### src/rtl/bin2bcd_x3_if.sv
// Request/result bundle between a binary source and the three-digit BCD converter.
// The master drives start/bin; the converter (slave) returns bcd/ovf/busy/done.
interface bin2bcd_x3_if;
    logic        start;
    logic [9:0]  bin;
    logic [11:0] bcd;
    logic        ovf;
    logic        busy;
    logic        done;

    modport master (output start, output bin, input bcd, input ovf, input busy, input done);
    modport slave  (input start, input bin, output bcd, output ovf, output busy, output done);
endinterface

### src/rtl/bin2bcd_x3.sv
// Sequential 10-bit binary to 3-digit packed BCD converter (double-dabble, one shift per clock).
// Operands above 999 saturate to 999 and raise ovf; bcd/ovf only move on the completion edge.
module bin2bcd_x3 (
    input  logic          clk,
    input  logic          rst,
    bin2bcd_x3_if.slave   bus
);
    typedef enum logic {IDLE, SHIFT} state_t;

    state_t      state_q, state_d;
    logic [21:0] scratch_q, scratch_d;
    logic [3:0]  cnt_q, cnt_d;
    logic        sat_q, sat_d;
    logic [11:0] bcd_q, bcd_d;
    logic        ovf_q, ovf_d;
    logic        done_q, done_d;
    logic [21:0] corrected;
    logic [21:0] shifted;

    function automatic logic [3:0] fix(input logic [3:0] n);
        return (n >= 4'd5) ? n + 4'd3 : n;
    endfunction

    // Correction stays inside each nibble (max 12), so no inter-digit carry before the shift.
    always_comb begin
        corrected = {fix(scratch_q[21:18]), fix(scratch_q[17:14]), fix(scratch_q[13:10]),
                     scratch_q[9:0]};
        shifted   = {corrected[20:0], 1'b0};
    end

    always_ff @(posedge clk or posedge rst) begin
        if (rst) begin
            state_q   <= IDLE;
            scratch_q <= '0;
            cnt_q     <= '0;
            sat_q     <= 1'b0;
            bcd_q     <= '0;
            ovf_q     <= 1'b0;
            done_q    <= 1'b0;
        end else begin
            state_q   <= state_d;
            scratch_q <= scratch_d;
            cnt_q     <= cnt_d;
            sat_q     <= sat_d;
            bcd_q     <= bcd_d;
            ovf_q     <= ovf_d;
            done_q    <= done_d;
        end
    end

    always_comb begin
        state_d   = state_q;
        scratch_d = scratch_q;
        cnt_d     = cnt_q;
        sat_d     = sat_q;
        bcd_d     = bcd_q;
        ovf_d     = ovf_q;
        done_d    = 1'b0;
        case (state_q)
            IDLE: begin
                if (bus.start) begin
                    scratch_d = {12'b0, bus.bin};
                    sat_d     = (bus.bin > 10'd999);
                    cnt_d     = 4'd0;
                    state_d   = SHIFT;
                end
            end
            SHIFT: begin
                scratch_d = shifted;
                cnt_d     = cnt_q + 4'd1;
                // Out-of-range operands still take all 10 shifts to keep latency fixed.
                if (cnt_q == 4'd9) begin
                    bcd_d   = sat_q ? 12'h999 : shifted[21:10];
                    ovf_d   = sat_q;
                    done_d  = 1'b1;
                    state_d = IDLE;
                end
            end
            default: state_d = IDLE;
        endcase
    end

    assign bus.bcd  = bcd_q;
    assign bus.ovf  = ovf_q;
    assign bus.done = done_q;
    assign bus.busy = (state_q == SHIFT);
endmodule

### src/flat_wrapper.sv
// flat-port wrapper written by rule: the top's interface ports become plain ports
module bin2bcd_x3_flat 
  (clk, rst, bus_start, bus_bin, bus_bcd, bus_ovf, bus_busy, bus_done);
  bin2bcd_x3_if bus_i ();
  input  logic clk;
  input  logic rst;
  input wire logic [$bits(bus_i.start)-1:0] bus_start;
  input wire logic [$bits(bus_i.bin)-1:0] bus_bin;
  output wire logic [$bits(bus_i.bcd)-1:0] bus_bcd;
  output wire logic [$bits(bus_i.ovf)-1:0] bus_ovf;
  output wire logic [$bits(bus_i.busy)-1:0] bus_busy;
  output wire logic [$bits(bus_i.done)-1:0] bus_done;
  assign bus_i.start = bus_start;
  assign bus_i.bin = bus_bin;
  assign bus_bcd = bus_i.bcd;
  assign bus_ovf = bus_i.ovf;
  assign bus_busy = bus_i.busy;
  assign bus_done = bus_i.done;
  bin2bcd_x3 u_core (.clk(clk), .rst(rst), .bus(bus_i));
endmodule
### config.mk
export PLATFORM = sky130hd
export DESIGN_NAME = bin2bcd_x3_flat
export DESIGN_NICKNAME = d
export VERILOG_FILES = /design/src/rtl/bin2bcd_x3_if.sv /design/src/rtl/bin2bcd_x3.sv /design/src/flat_wrapper.sv
export SDC_FILE = /design/constraint.sdc
export NUM_CORES = 1
export LEC_CHECK = 0
export CAP_MARGIN = 20
export CORE_ASPECT_RATIO = 0.9
export CORE_MARGIN = 3
export CORE_UTILIZATION = 67
export CTS_CLUSTER_DIAMETER = 40
export DETAILED_ROUTE_END_ITERATION = 10
export DONT_BUFFER_PORTS = 1
export PLACE_DENSITY = 0.83
export RECOVER_POWER = 25
export REMOVE_ABC_BUFFERS = 1
export SLEW_MARGIN = 5
export SYNTH_ARGS = -nofsm -noshare
export SYNTH_HDL_FRONTEND = slang
export SYNTH_SLANG_ARGS = --single-unit
### constraint.sdc
create_clock -name clk -period 2.85 [get_ports clk]
set_clock_uncertainty 0.1 [all_clocks]
set_input_delay 0.285 -clock clk [delete_from_list [all_inputs] [get_ports clk]]
set_output_delay 0.285 -clock clk [all_outputs]
set_load 0.05 [all_outputs]
==> impl_summary.log, run 1 <==
[metrics] Antenna Diode Count: 0
[metrics] setup-violating endpoint count in the final report: 0
[metrics] horizontal die dimension: 63.9 microns
[metrics] clock-pin slew reported for the worst setup and hold paths after clock tree synthesis: 0.13 ns
[metrics] via-per-instance ratio: 5.95
[metrics] Post-Place Setup Slack: 1.06 ns
[metrics] power per cell area: 1270 nW/um^2
[metrics] top cells by instance count after synthesis: 42 x sky130_fd_sc_hd__dfrtp_1, 25 x sky130_fd_sc_hd__nand2_1, 17 x sky130_fd_sc_hd__mux2i_1
[metrics] final worst path period share: 64.7%
[metrics] post-CTS repair timing setup buffer count: 0
[metrics] std cell rows: 18
[metrics] sort of element at the start of the critical path: register
[metrics] final-report hold violation count: 0
[metrics] top achievable clock speed: 0.542 GHz
[metrics] die height: 58.1 microns
[metrics] required arrival time at the worst endpoint: 3.01 ns
[metrics] per-instance average area after synthesis: 10.4 sq um
[metrics] buffers added on ports: 0
[metrics] wire length reported by the detailed router: 3770 microns
[metrics] largest area contributor in the synthesized netlist: sky130_fd_sc_hd__dfrtp_1
[metrics] minimum period implied by the final worst setup slack: 1.84 ns
[metrics] async set or reset register ratio after synthesis: 100%
[metrics] number of antenna violations at the first check in global routing: 0
[metrics] maximum capacitance violations: 0
[metrics] Slew Limit Headroom: 56.4%
[metrics] initial core utilization: 71.7%
[metrics] distinct cell type count of the synthesized netlist: 30
[metrics] result of the run: complete, no violations
[metrics] Root Driver: sky130_fd_sc_hd__clkbuf_4
[metrics] Worst Setup End Kind: register
[metrics] unrepaired setup endpoints after global routing: no
[metrics] CORE AREA: 2820 sq um
[metrics] Die Footprint: 3710 sq um
[metrics] transition time of the tightest slew-check pin: 0.654 ns
[metrics] TritonCTS clock tree: built
[metrics] antenna viol nets, final: 0
[metrics] ratio of cells with drive above 1 in the final layout: 7.50%
[metrics] first-pass iteration count of the detailed router: 5
[metrics] share of the synthesized area in the top cell type: 52.1%
[metrics] power consumption: 2.74 mW
[metrics] max-slew violations: 0
[metrics] clock sink count: 42
[metrics] DRC violation count after routing: 0
[metrics] DR WL/cell: 15.7 microns
[metrics] iteration-0 DRC count of the detailed router: 50
[metrics] maximum level of the CTS H-tree: 2
[metrics] number of synthesized flops with an enable pin: 0
[metrics] DR top layer: met4
[metrics] Post-DP Area: 2040 sq um
[metrics] overflow left after global routing: 0
[metrics] GRT Util Overall: 23.4%
[metrics] Top FF cell, synth: sky130_fd_sc_hd__dfrtp_1
[metrics] VDD IR-drop max: 762 uV
[metrics] via count of the first global-routing pass: 1475
[metrics] placer congestion estimate: 0.773
[metrics] Seq cells post-synth: 42
[metrics] maximum number of pins on one net before global-route repair: 37
[metrics] Fin Setup TNS: 0 ns
[metrics] clock latency on the worst-skew pair: 0.34 ns
[metrics] TritonCTS buffer count: 5
[metrics] NumNets Final: 220
[metrics] first-pass GRT wire length: 6700 microns
[metrics] cells after synthesis: 194
[metrics] Synth warnings: 0
[metrics] class of the most critical setup path: register to register
[metrics] Met2 Wirelength: 2000 microns
[metrics] HPWL Detailed: 2780 microns
[metrics] area added between synthesis and finish: 6.88%
[metrics] met1 WL: 1580 microns
[metrics] total number of vias: 1429
[metrics] final setup margin: 1.01 ns
[metrics] Data arrival, critical path: 2.00 ns
[metrics] Seq/Total Area, Yosys: 52.1%
[metrics] worst min path class: primary input to register
[metrics] Final Instance Area: 2160 sq um
[metrics] biggest area contributors in the synthesized netlist: sky130_fd_sc_hd__dfrtp_1 52%, sky130_fd_sc_hd__mux2i_1 8.4%, sky130_fd_sc_hd__ha_1 5.0%, sky130_fd_sc_hd__nand2_1 4.6%, sky130_fd_sc_hd__o21ai_0 4.0%
[metrics] most frequent cell after synthesis: sky130_fd_sc_hd__dfrtp_1
[metrics] buffer levels on the longest clock path: 2
[metrics] Detail Route met3 WL: 159 microns
[metrics] synthesized area: 2020 sq um
[metrics] num ports: 28
[metrics] largest fanout on the critical path: 16
[metrics] Leak: 1.05 nW
stage by stage:
stage               instances  hold WS [ns]  util (%)
finish                    240        0.0175      76.6
global route              240       0.00411      76.6
CTS                       239      0.000345      76.4
detailed placement        228         0.201      72.6
global placement          228         0.189      72.6
floorplan                 185         0.271         -
repair_timing:
item                                   4_1_cts  5_1_grt
hold buffers                                 3        1
endpoints found under the hold margin       19        1
gates resized for setup                      0        0
registers in the layout, indices dropped and copies added, names as in the netlist:
| name | cells |
|---|---|
| u_core.bus.bcd | 12 |
| u_core.bus.busy | 1 |
| u_core.bus.done | 1 |
| u_core.bus.ovf | 1 |
| u_core.cnt_q | 4 |
| u_core.sat_q | 1 |
| u_core.scratch_q | 22 |
worst max-delay path, cell delays in order (launching register included):
cell and delay (ns):
sky130_fd_sc_hd__dfrtp_2 0.57, sky130_fd_sc_hd__and2b_1 0.20, sky130_fd_sc_hd__nand3_1 0.36, sky130_fd_sc_hd__inv_2 0.32, sky130_fd_sc_hd__nor2_1 0.06, sky130_fd_sc_hd__a31oi_1 0.15
where the power goes:
group	total [mW]	switching [mW]	internal, mW
clock network	0.369	0.187	0.182
logic	0.976	0.525	0.450
registers	1.39	0.542	0.849
total	2.74	1.25	1.48
worst paths after layout:
| path | from | cells past startpoint | end | slack, ns |
|---|---|---|---|---|
| max reg2reg | u_core.bus.busy$_DFF_PP0_ | 5 | u_core.bus.bcd[3]$_DFFE_PP0P_ | 1.01 |
| max | u_core.bus.busy$_DFF_PP0_ | 5 | u_core.bus.bcd[3]$_DFFE_PP0P_ | 1.01 |
| min | bus_start | 2 | u_core.scratch_q[0]$_DFFE_PP0P_ | 0.02 |
| min in group asynchronous | rst | 2 | u_core.scratch_q[20]$_DFFE_PP0P_ | 0.36 |
| max in group asynchronous | rst | 3 | u_core.bus.bcd[11]$_DFFE_PP0P_ | 1.32 |
| min reg2reg | u_core.cnt_q[3]$_DFFE_PP0P_ | 1 | u_core.cnt_q[3]$_DFFE_PP0P_ | 0.39 |
per-layer routing:
metal | track usage [%] | up-vias
li1 | - | 684
met1 | 28.6 | 712
met2 | 40.1 | 29
met3 | 6.40 | 4
met4 | 8.62 | 0
met5 | 0 | -
cell families (layout without fill, tap and decap cells):
group / count (synthesis) / count (layout) / synth area share, %
buf+inv: 19 / 25 / 4.28
simple gates: 56 / 56 / 13.3
mux: 18 / 18 / 8.99
xor+xnor: 3 / 3 / 1.30
fa+ha+maj: 8 / 8 / 4.96
flops: 42 / 42 / 52.1
compound gates: 48 / 48 / 15.1
cell type report:
| type | count | area [sq um] |
|---|---|---|
| Clock buffer | 5 | 37.5 |
| Clock inverter | 3 | 40.0 |
| Fill cell | 204 | 658 |
| Inverter | 10 | 37.5 |
| Multi-Input combinational cell | 133 | 881 |
| Sequential cell | 42 | 1050 |
| Tap cell | 40 | 50.0 |
| Timing Repair Buffer | 7 | 58.8 |
cell usage in the layout (no fill, tap or decap), types with 2 or more instances in the layout:
cell type / synthesis / final
sky130_fd_sc_hd__a21o_1: 7 / 7
sky130_fd_sc_hd__a21oi_1: 10 / 10
sky130_fd_sc_hd__a22o_1: 5 / 5
sky130_fd_sc_hd__a31oi_1: 3 / 3
sky130_fd_sc_hd__a32o_1: 2 / 2
sky130_fd_sc_hd__buf_4: 3 / 2
sky130_fd_sc_hd__clkbuf_4: 0 / 5
sky130_fd_sc_hd__clkinv_2: 0 / 2
sky130_fd_sc_hd__dfrtp_1: 42 / 41
sky130_fd_sc_hd__dlygate4sd3_1: 0 / 4
sky130_fd_sc_hd__ha_1: 8 / 8
sky130_fd_sc_hd__inv_1: 9 / 9
sky130_fd_sc_hd__mux2i_1: 17 / 17
sky130_fd_sc_hd__nand2_1: 25 / 25
sky130_fd_sc_hd__nand2b_1: 4 / 4
sky130_fd_sc_hd__nand3_1: 3 / 3
sky130_fd_sc_hd__nand4_1: 2 / 2
sky130_fd_sc_hd__nor2_1: 11 / 11
sky130_fd_sc_hd__nor3_1: 2 / 2
sky130_fd_sc_hd__nor3b_1: 6 / 6
sky130_fd_sc_hd__o21ai_0: 16 / 16
sky130_fd_sc_hd__o31ai_1: 3 / 3
sky130_fd_sc_hd__xnor2_1: 3 / 3
Note: power is estimated with default switching activity, not from simulation.
==> inputs of run 2 (changes only) <==
Settings changed: CORE_UTILIZATION 67 to 62, PLACE_DENSITY 0.83 to 0.78.
Clock period 2.85 ns to 1.8 ns, I/O delays scaled along.
==> run 2 against run 1 <==
Compared with the run above:
- flip-flop and latch count is the same
- non-clock buffer count is 18 higher
- utilization decreased by 1.9 points
- final area grew 7.0%
- critical path type unchanged
- largest power group unchanged
==> impl_summary.log, run 2 (synthesized netlist as in run 1, its figures left out) <==
[metrics] result of the run: complete, no violations
[metrics] DRC violation count after routing: 0 (unchanged)
[metrics] num ports: 28 (unchanged)
[metrics] clock-pin slew reported for the worst setup and hold paths after clock tree synthesis: 0.11 ns (-0.02 ns)
[metrics] die height: 60.1 microns (+3.5%)
[metrics] worst reg-to-reg path cell count: 4 (-1)
[metrics] Min-Delay Endpoint: u_core.sat_q$_DFFE_PP0P_
[metrics] overflow left after global routing: 0 (unchanged)
[metrics] area added between synthesis and finish: 14.4%
[metrics] final setup margin: 0.0853 ns (-0.921 ns)
[metrics] power consumption: 4.32 mW (+58%)
[metrics] worst min path class: primary input to register
[metrics] via count of the first global-routing pass: 1518 (+2.9%)
[metrics] required arrival time at the worst endpoint: 2.00 ns (-1.01 ns)
[metrics] CORE AREA: 3090 sq um (+9.8%)
[metrics] Die Footprint: 3980 sq um (+7.3%)
[metrics] first-pass GRT wire length: 6980 microns (+4.1%)
[metrics] minimum period implied by the final worst setup slack: 1.71 ns (-0.129 ns)
[metrics] buffer levels on the longest clock path: 2 (unchanged)
[metrics] iteration-0 DRC count of the detailed router: 94 (+88%)
[metrics] Hold Path Origin: bus_bin[3]
[metrics] unrepaired setup endpoints after global routing: no
[metrics] initial core utilization: 65.3% (-6.4 points)
[metrics] most common cell after layout, fill and taps aside: sky130_fd_sc_hd__dfrtp_1
[metrics] horizontal die dimension: 66.1 microns (+3.6%)
[metrics] leading cell types in the layout, fill and taps excluded: 41 x sky130_fd_sc_hd__dfrtp_1, 25 x sky130_fd_sc_hd__nand2_1, 17 x sky130_fd_sc_hd__mux2i_1, 17 x sky130_fd_sc_hd__dlygate4sd3_1, 16 x sky130_fd_sc_hd__o21ai_0
[metrics] Root Driver: sky130_fd_sc_hd__clkbuf_4
[metrics] placer congestion estimate: 0.819 (+5.9%)
[metrics] DR WL/cell: 15.8 microns (+0.58%)
[metrics] transition time of the tightest slew-check pin: 0.986 ns (+0.332 ns)
[metrics] Worst R2R Start: u_core.cnt_q[0]$_DFFE_PP0P_
[metrics] maximum capacitance violations: 0 (unchanged)
[metrics] setup slack of the most critical reg-to-reg path: 0.09 ns (-0.92 ns)
[metrics] via-per-instance ratio: 5.90 (-0.98%)
[metrics] class of the most critical setup path: register to register
[metrics] wire length reported by the detailed router: 4090 microns (+8.5%)
[metrics] max-slew violations: 0 (unchanged)
[metrics] Slew Limit Headroom: 34.3% (-22 points)
[metrics] HPWL Detailed: 2650 microns (-4.7%)
[metrics] final-report hold violation count: 0 (unchanged)
[metrics] power per cell area: 1870 nW/um^2 (+48%)
[metrics] final instance count without filler cells: 259 (+7.9%)
[metrics] VDD IR-drop max: 1080 uV (+42%)
[metrics] largest fanout on the critical path: 5 (-11)
[metrics] top achievable clock speed: 0.583 GHz (+7.5%)
[metrics] Post-Place Setup Slack: 0.159 ns (-0.899 ns)
[metrics] TritonCTS clock tree: built
[metrics] NumNets Final: 238 (+8.2%)
[metrics] ratio of cells with drive above 1 in the final layout: 8.76% (+1.3 points)
[metrics] Hold Path Depth: 2 (unchanged)
[metrics] number of placed instances with taps included: 233 (+2.2%)
[metrics] final worst path period share: 95.3% (+31 points)
[metrics] std cell rows: 19 (+1)
[metrics] total number of vias: 1527 (+6.9%)
[metrics] antenna viol nets, final: 0 (unchanged)
[metrics] maximum number of pins on one net before global-route repair: 43 (+16%)
[metrics] minimum hold slack: 0.0524 ns (+0.0349 ns)
[metrics] buffers added on ports: 0 (unchanged)
[metrics] clock sink count: 42 (unchanged)
[metrics] number of antenna violations at the first check in global routing: 0 (unchanged)
[metrics] Leak: 1.12 nW (+6.7%)
[metrics] sort of element at the start of the critical path: register
[metrics] Antenna Diode Count: 0 (unchanged)
[metrics] clock latency on the worst-skew pair: 0.36 ns (+0.02 ns)
[metrics] end of the worst register-to-register path: u_core.cnt_q[1]$_DFFE_PP0P_
[metrics] TritonCTS buffer count: 5 (unchanged)
[metrics] first-pass iteration count of the detailed router: 4 (-1)
[metrics] Data arrival, critical path: 1.91 ns (-0.09 ns)
[metrics] GRT Util Overall: 23.3% (-0.12 points)
[metrics] maximum level of the CTS H-tree: 2 (unchanged)
[metrics] Reg with most FFs: u_core.scratch_q
[metrics] setup-violating endpoint count in the final report: 0 (unchanged)
[metrics] max FFs per register: 22 (unchanged)
[metrics] Worst Setup End Kind: register
==> run 2: changes by cell type in the layout (fill, tap and decap cells not counted), moves of 2 or more <==
cell	delta
sky130_fd_sc_hd__a21oi_2	+2
sky130_fd_sc_hd__buf_4	+4
sky130_fd_sc_hd__a21oi_1	-2
sky130_fd_sc_hd__clkinv_2	-2
sky130_fd_sc_hd__dlygate4sd3_1	+13
==> run 2: cell type report <==
type	count	area [sq um]
Sequential cell	42	1050
Timing Repair Buffer	25	233
Multi-Input combinational cell	133	888
Inverter	10	37.5
Fill cell	234	782
Tap cell	42	52.6
Clock buffer	7	45.0
==> run 2: where the power goes <==
part	internal [mW]	total (mW)	switching, mW
Sequential	1.34	2.13	0.790
Combinational	0.828	1.75	0.919
Clock	0.148	0.443	0.295
==> run 2: what timing repair did <==
item | 4_1_cts | 5_1_grt
gates resized for setup | 0 | 3
endpoints found under the setup margin | 0 | 8
setup buffers | 0 | 1
hold buffers | 18 | 0
endpoints found under the hold margin | 64 | 0
==> run 2: stage by stage <==
step | area [sq um] | util, % | TNS [ns]
after floorplan | 1970 | - | -11.48
after global placement | 2070 | 66.9 | 0
after detailed placement | 2070 | 66.9 | 0
after CTS | 2290 | 74.2 | 0
after global routing | 2310 | 74.7 | 0
final | 2310 | 74.7 | 0
==> run 2: worst max-delay path, cell delays in order, from the launching register on <==
cell and delay [ns]:
sky130_fd_sc_hd__dfrtp_1 0.45, sky130_fd_sc_hd__ha_1 0.32, sky130_fd_sc_hd__nand2b_1 0.14, sky130_fd_sc_hd__o31ai_1 0.06
sky130_fd_sc_hd__dlygate4sd3_1 0.58
==> run 2: how the worst max path moves through the flow <==
| stage | start | to | slack, ns | depth (start not counted) |
|---|---|---|---|---|
| after floorplan | u_core.bus.busy$_DFF_PP0_ | u_core.bus.bcd[11]$_DFFE_PP0P_ | -0.66 | 5 |
| after global routing | u_core.cnt_q[0]$_DFFE_PP0P_ | u_core.cnt_q[1]$_DFFE_PP0P_ | 0.003 | 4 |
| after CTS | bus_start | u_core.scratch_q[17]$_DFFE_PP0P_ | 0.008 | 4 |
| final | u_core.cnt_q[0]$_DFFE_PP0P_ | u_core.cnt_q[1]$_DFFE_PP0P_ | 0.09 | 4 |
| after detailed placement | u_core.scratch_q[10]$_DFFE_PP0P_ | u_core.bus.bcd[2]$_DFFE_PP0P_ | 0.16 | 6 |
| after global placement | u_core.scratch_q[14]$_DFFE_PP0P_ | u_core.bus.bcd[6]$_DFFE_PP0P_ | 0.23 | 6 |
==> run 2: per-layer routing <==
layer  share of wire [%]  up-vias  global-route usage (%)
met4                 2.5        0                    10.1
met3                 5.1       11                    5.08
met2                  50       48                    38.6
met5                   0        -                       0
met1                  43      748                    29.5
li1                    -      720                       -
==> inputs of run 3 (changes only) <==
Settings changed: BUFFER_PORTS_ARGS from default to -buffer_cell sky130_fd_sc_hd__buf_2, CORE_UTILIZATION 62 to 56, DONT_BUFFER_PORTS 1 to default, PLACE_DENSITY 0.78 to 0.74.
==> run 3 against run 2 <==
Compared with the run above:
- clock-buffer cell count stayed put
- setup slack gained 0.034 ns
- flip-flop and latch count stayed put
- sequential power is 22% lower
- worst hold slack improved by 0.0029 ns
- first-iteration DRC count is 15% lower
- final area decreased by 0.49%
- sequential share of layout area grew 0.17 points
==> impl_summary.log, run 3 (synthesized netlist as in run 1, its figures left out) <==
[metrics] DR WL/cell: 14.6 microns (-7.3%)
[metrics] power per cell area: 1960 nW/um^2 (+4.6%)
[metrics] maximum level of the CTS H-tree: 2 (unchanged)
[metrics] final setup margin: 0.120 ns (+0.0344 ns)
[metrics] first-pass iteration count of the detailed router: 6 (+2)
[metrics] ratio of cells with drive above 1 in the final layout: 18.7% (+9.9 points)
[metrics] maximum number of pins on one net before global-route repair: 51 (+19%)
[metrics] HPWL Detailed: 2730 microns (+3.3%)
[metrics] top achievable clock speed: 0.595 GHz (+2.0%)
[metrics] result of the run: complete, no violations
[metrics] largest fanout on the critical path: 4 (-1)
[metrics] Hold Path Origin: bus_bin[0]
[metrics] VDD IR-drop max: 984 uV (-9.3%)
[metrics] clock sink count: 42 (unchanged)
[metrics] worst min path class: primary input to register
[metrics] via-per-instance ratio: 5.58 (-5.4%)
[metrics] number of antenna violations at the first check in global routing: 0 (unchanged)
[metrics] overflow left after global routing: 0 (unchanged)
[metrics] Final Instance Area: 2300 sq um (-0.49%)
[metrics] Leak: 1.16 nW (+3.8%)
[metrics] worst reg-to-reg path cell count: 6 (+2)
[metrics] Worst Setup End Kind: register
[metrics] area added between synthesis and finish: 13.8%
[metrics] DR top layer: met4
[metrics] DRC violation count after routing: 0 (unchanged)
[metrics] wire length reported by the detailed router: 3940 microns (-3.7%)
[metrics] horizontal die dimension: 69.3 microns (+4.7%)
[metrics] TritonCTS buffer count: 5 (unchanged)
[metrics] number of fill cells in the layout: 269 (+15%)
[metrics] buffer levels on the longest clock path: 2 (unchanged)
[metrics] Min-Delay Endpoint: u_core.scratch_q[0]$_DFFE_PP0P_
[metrics] post-CTS repair timing setup buffer count: 0 (unchanged)
[metrics] Met2 Wirelength: 2010 microns (-1.5%)
[metrics] Post-Place Setup Slack: 0.0819 ns (-0.0766 ns)
[metrics] iteration-0 DRC count of the detailed router: 80 (-15%)
[metrics] max-slew violations: 0 (unchanged)
[metrics] required arrival time at the worst endpoint: 1.93 ns (-0.07 ns)
[metrics] die height: 63.0 microns (+4.7%)
[metrics] most common cell after layout, fill and taps aside: sky130_fd_sc_hd__dfrtp_1
[metrics] final-report hold violation count: 0 (unchanged)
[metrics] initial core utilization: 58.9% (-6.4 points)
[metrics] final worst path period share: 93.4% (-1.9 points)
[metrics] Slew Limit Headroom: 32.5% (-1.8 points)
[metrics] Data arrival, critical path: 1.81 ns (-0.10 ns)
[metrics] met1 WL: 1710 microns (-1.8%)
[metrics] Root Driver: sky130_fd_sc_hd__clkbuf_8
[metrics] Antenna Diode Count: 0 (unchanged)
[metrics] Worst R2R Start: u_core.scratch_q[10]$_DFFE_PP0P_
[metrics] placer congestion estimate: 0.766 (-6.5%)
[metrics] setup slack of the most critical reg-to-reg path: 0.12 ns (+0.03 ns)
[metrics] Detail Route met3 WL: 187 microns (-10%)
[metrics] Die Footprint: 4360 sq um (+9.7%)
[metrics] via count of the first global-routing pass: 1585 (+4.4%)
[metrics] Hold Path Depth: 3 (+1)
[metrics] end of the worst register-to-register path: u_core.bus.bcd[2]$_DFFE_PP0P_
[metrics] clock latency on the worst-skew pair: 0.29 ns (-0.07 ns)
[metrics] minimum period implied by the final worst setup slack: 1.68 ns (-0.0344 ns)
[metrics] sort of element at the start of the critical path: register
[metrics] max FFs per register: 22 (unchanged)
[metrics] antenna viol nets, final: 0 (unchanged)
[metrics] buffers added on ports: 27 (+27)
[metrics] GRT Util Overall: 20.4% (-3.0 points)
[metrics] clock-pin slew reported for the worst setup and hold paths after clock tree synthesis: 0.07 ns (-0.04 ns)
[metrics] class of the most critical setup path: register to register
[metrics] Reg with most FFs: u_core.scratch_q
[metrics] num ports: 28 (unchanged)
[metrics] CORE AREA: 3430 sq um (+11%)
[metrics] transition time of the tightest slew-check pin: 1.01 ns (+0.0264 ns)
[metrics] total number of vias: 1500 (-1.8%)
[metrics] Post-DP Area: 2210 sq um (+6.8%)
[metrics] setup-violating endpoint count in the final report: 0 (unchanged)
[metrics] leading cell types in the layout, fill and taps excluded: 42 x sky130_fd_sc_hd__dfrtp_1, 27 x sky130_fd_sc_hd__buf_2, 25 x sky130_fd_sc_hd__nand2_1
[metrics] first-pass GRT wire length: 7130 microns (+2.3%)
[metrics] TritonCTS clock tree: built
[metrics] std cell rows: 20 (+1)
[metrics] maximum capacitance violations: 0 (unchanged)
[metrics] power consumption: 4.50 mW (+4.0%)
[metrics] NumNets Final: 246 (+3.4%)
-- run 3: changes by cell type in the layout (fill, tap and decap cells not counted) --
cell	before	now
sky130_fd_sc_hd__a21oi_2	3	2
sky130_fd_sc_hd__clkbuf_4	5	0
sky130_fd_sc_hd__dfrtp_1	41	42
sky130_fd_sc_hd__buf_2	0	27
sky130_fd_sc_hd__clkbuf_8	0	5
sky130_fd_sc_hd__buf_4	6	3
sky130_fd_sc_hd__dlymetal6s4s_1	1	0
sky130_fd_sc_hd__dlygate4sd3_1	17	1
sky130_fd_sc_hd__a21oi_1	8	9
sky130_fd_sc_hd__buf_12	0	1
sky130_fd_sc_hd__dfrtp_2	1	0
-- run 3: critical path, cell delays in order, from the launching register on --
cell and delay [ns]:
sky130_fd_sc_hd__dfrtp_1 0.42, sky130_fd_sc_hd__inv_1 0.10, sky130_fd_sc_hd__ha_1 0.21, sky130_fd_sc_hd__nand2b_1 0.11, sky130_fd_sc_hd__a21oi_2 0.22, sky130_fd_sc_hd__mux2i_1 0.30, sky130_fd_sc_hd__a22o_1 0.17
-- run 3: how the worst max path moves through the flow --
stage / startpoint / end / slack [ns] / cells past startpoint
2_1_floorplan: u_core.bus.busy$_DFF_PP0_ / u_core.bus.bcd[11]$_DFFE_PP0P_ / -0.66 / 5
3_3_place_gp: u_core.cnt_q[2]$_DFFE_PP0P_ / u_core.bus.bcd[4]$_DFFE_PP0P_ / 0.23 / 5
3_5_place_dp: u_core.scratch_q[11]$_DFFE_PP0P_ / u_core.bus.bcd[2]$_DFFE_PP0P_ / 0.08 / 6
4_1_cts: u_core.scratch_q[10]$_DFFE_PP0P_ / u_core.bus.bcd[2]$_DFFE_PP0P_ / 0.05 / 6
5_1_grt: u_core.scratch_q[10]$_DFFE_PP0P_ / u_core.bus.bcd[2]$_DFFE_PP0P_ / -0.01 / 6
6_report: u_core.scratch_q[10]$_DFFE_PP0P_ / u_core.bus.bcd[2]$_DFFE_PP0P_ / 0.12 / 6
-- run 3: layer usage --
metal | track usage (%) | vias up
met3 | 6.11 | 5
met1 | 25.8 | 724
met2 | 33.8 | 34
met5 | 0 | -
li1 | - | 737
met4 | 5.85 | 0
-- run 3: metrics by stage --
| step | setup TNS (ns) | cells | utilization, % | hold WS, ns |
|---|---|---|---|---|
| floorplan | -11.48 | 185 | - | 0.166 |
| global placement | 0 | 261 | 64.5 | 0.229 |
| detailed placement | 0 | 261 | 64.5 | 0.250 |
| CTS | 0 | 269 | 67.0 | 0.0488 |
| global route | -0.0125 | 269 | 67.0 | 0.0576 |
| finish | 0 | 269 | 67.0 | 0.0554 |
-- run 3: report_power, final --
part | total, mW | leakage [nW] | internal [mW] | switching, mW
clock network | 0.567 | 0.0383 | 0.267 | 0.300
registers | 1.66 | 0.532 | 1.35 | 0.306
logic | 2.27 | 0.593 | 0.856 | 1.42
total | 4.50 | 1.16 | 2.48 | 2.02
-- run 3: final cells by class --
type                    instances  area (sq um)  area share (%)
well taps                      44          55.1            2.40
multi-input cells             133           885            38.5
repair buffers                 33           193            8.39
clock buffers                   7          76.3            3.32
flip-flops and latches         42          1050            45.8
inverters                      10          37.5            1.63
-- run 3: what timing repair did --
action,in CTS,in global routing
hold buffers,1,0
endpoints found under the setup margin,0,2
endpoints found under the hold margin,42,0
gates resized for setup,0,1
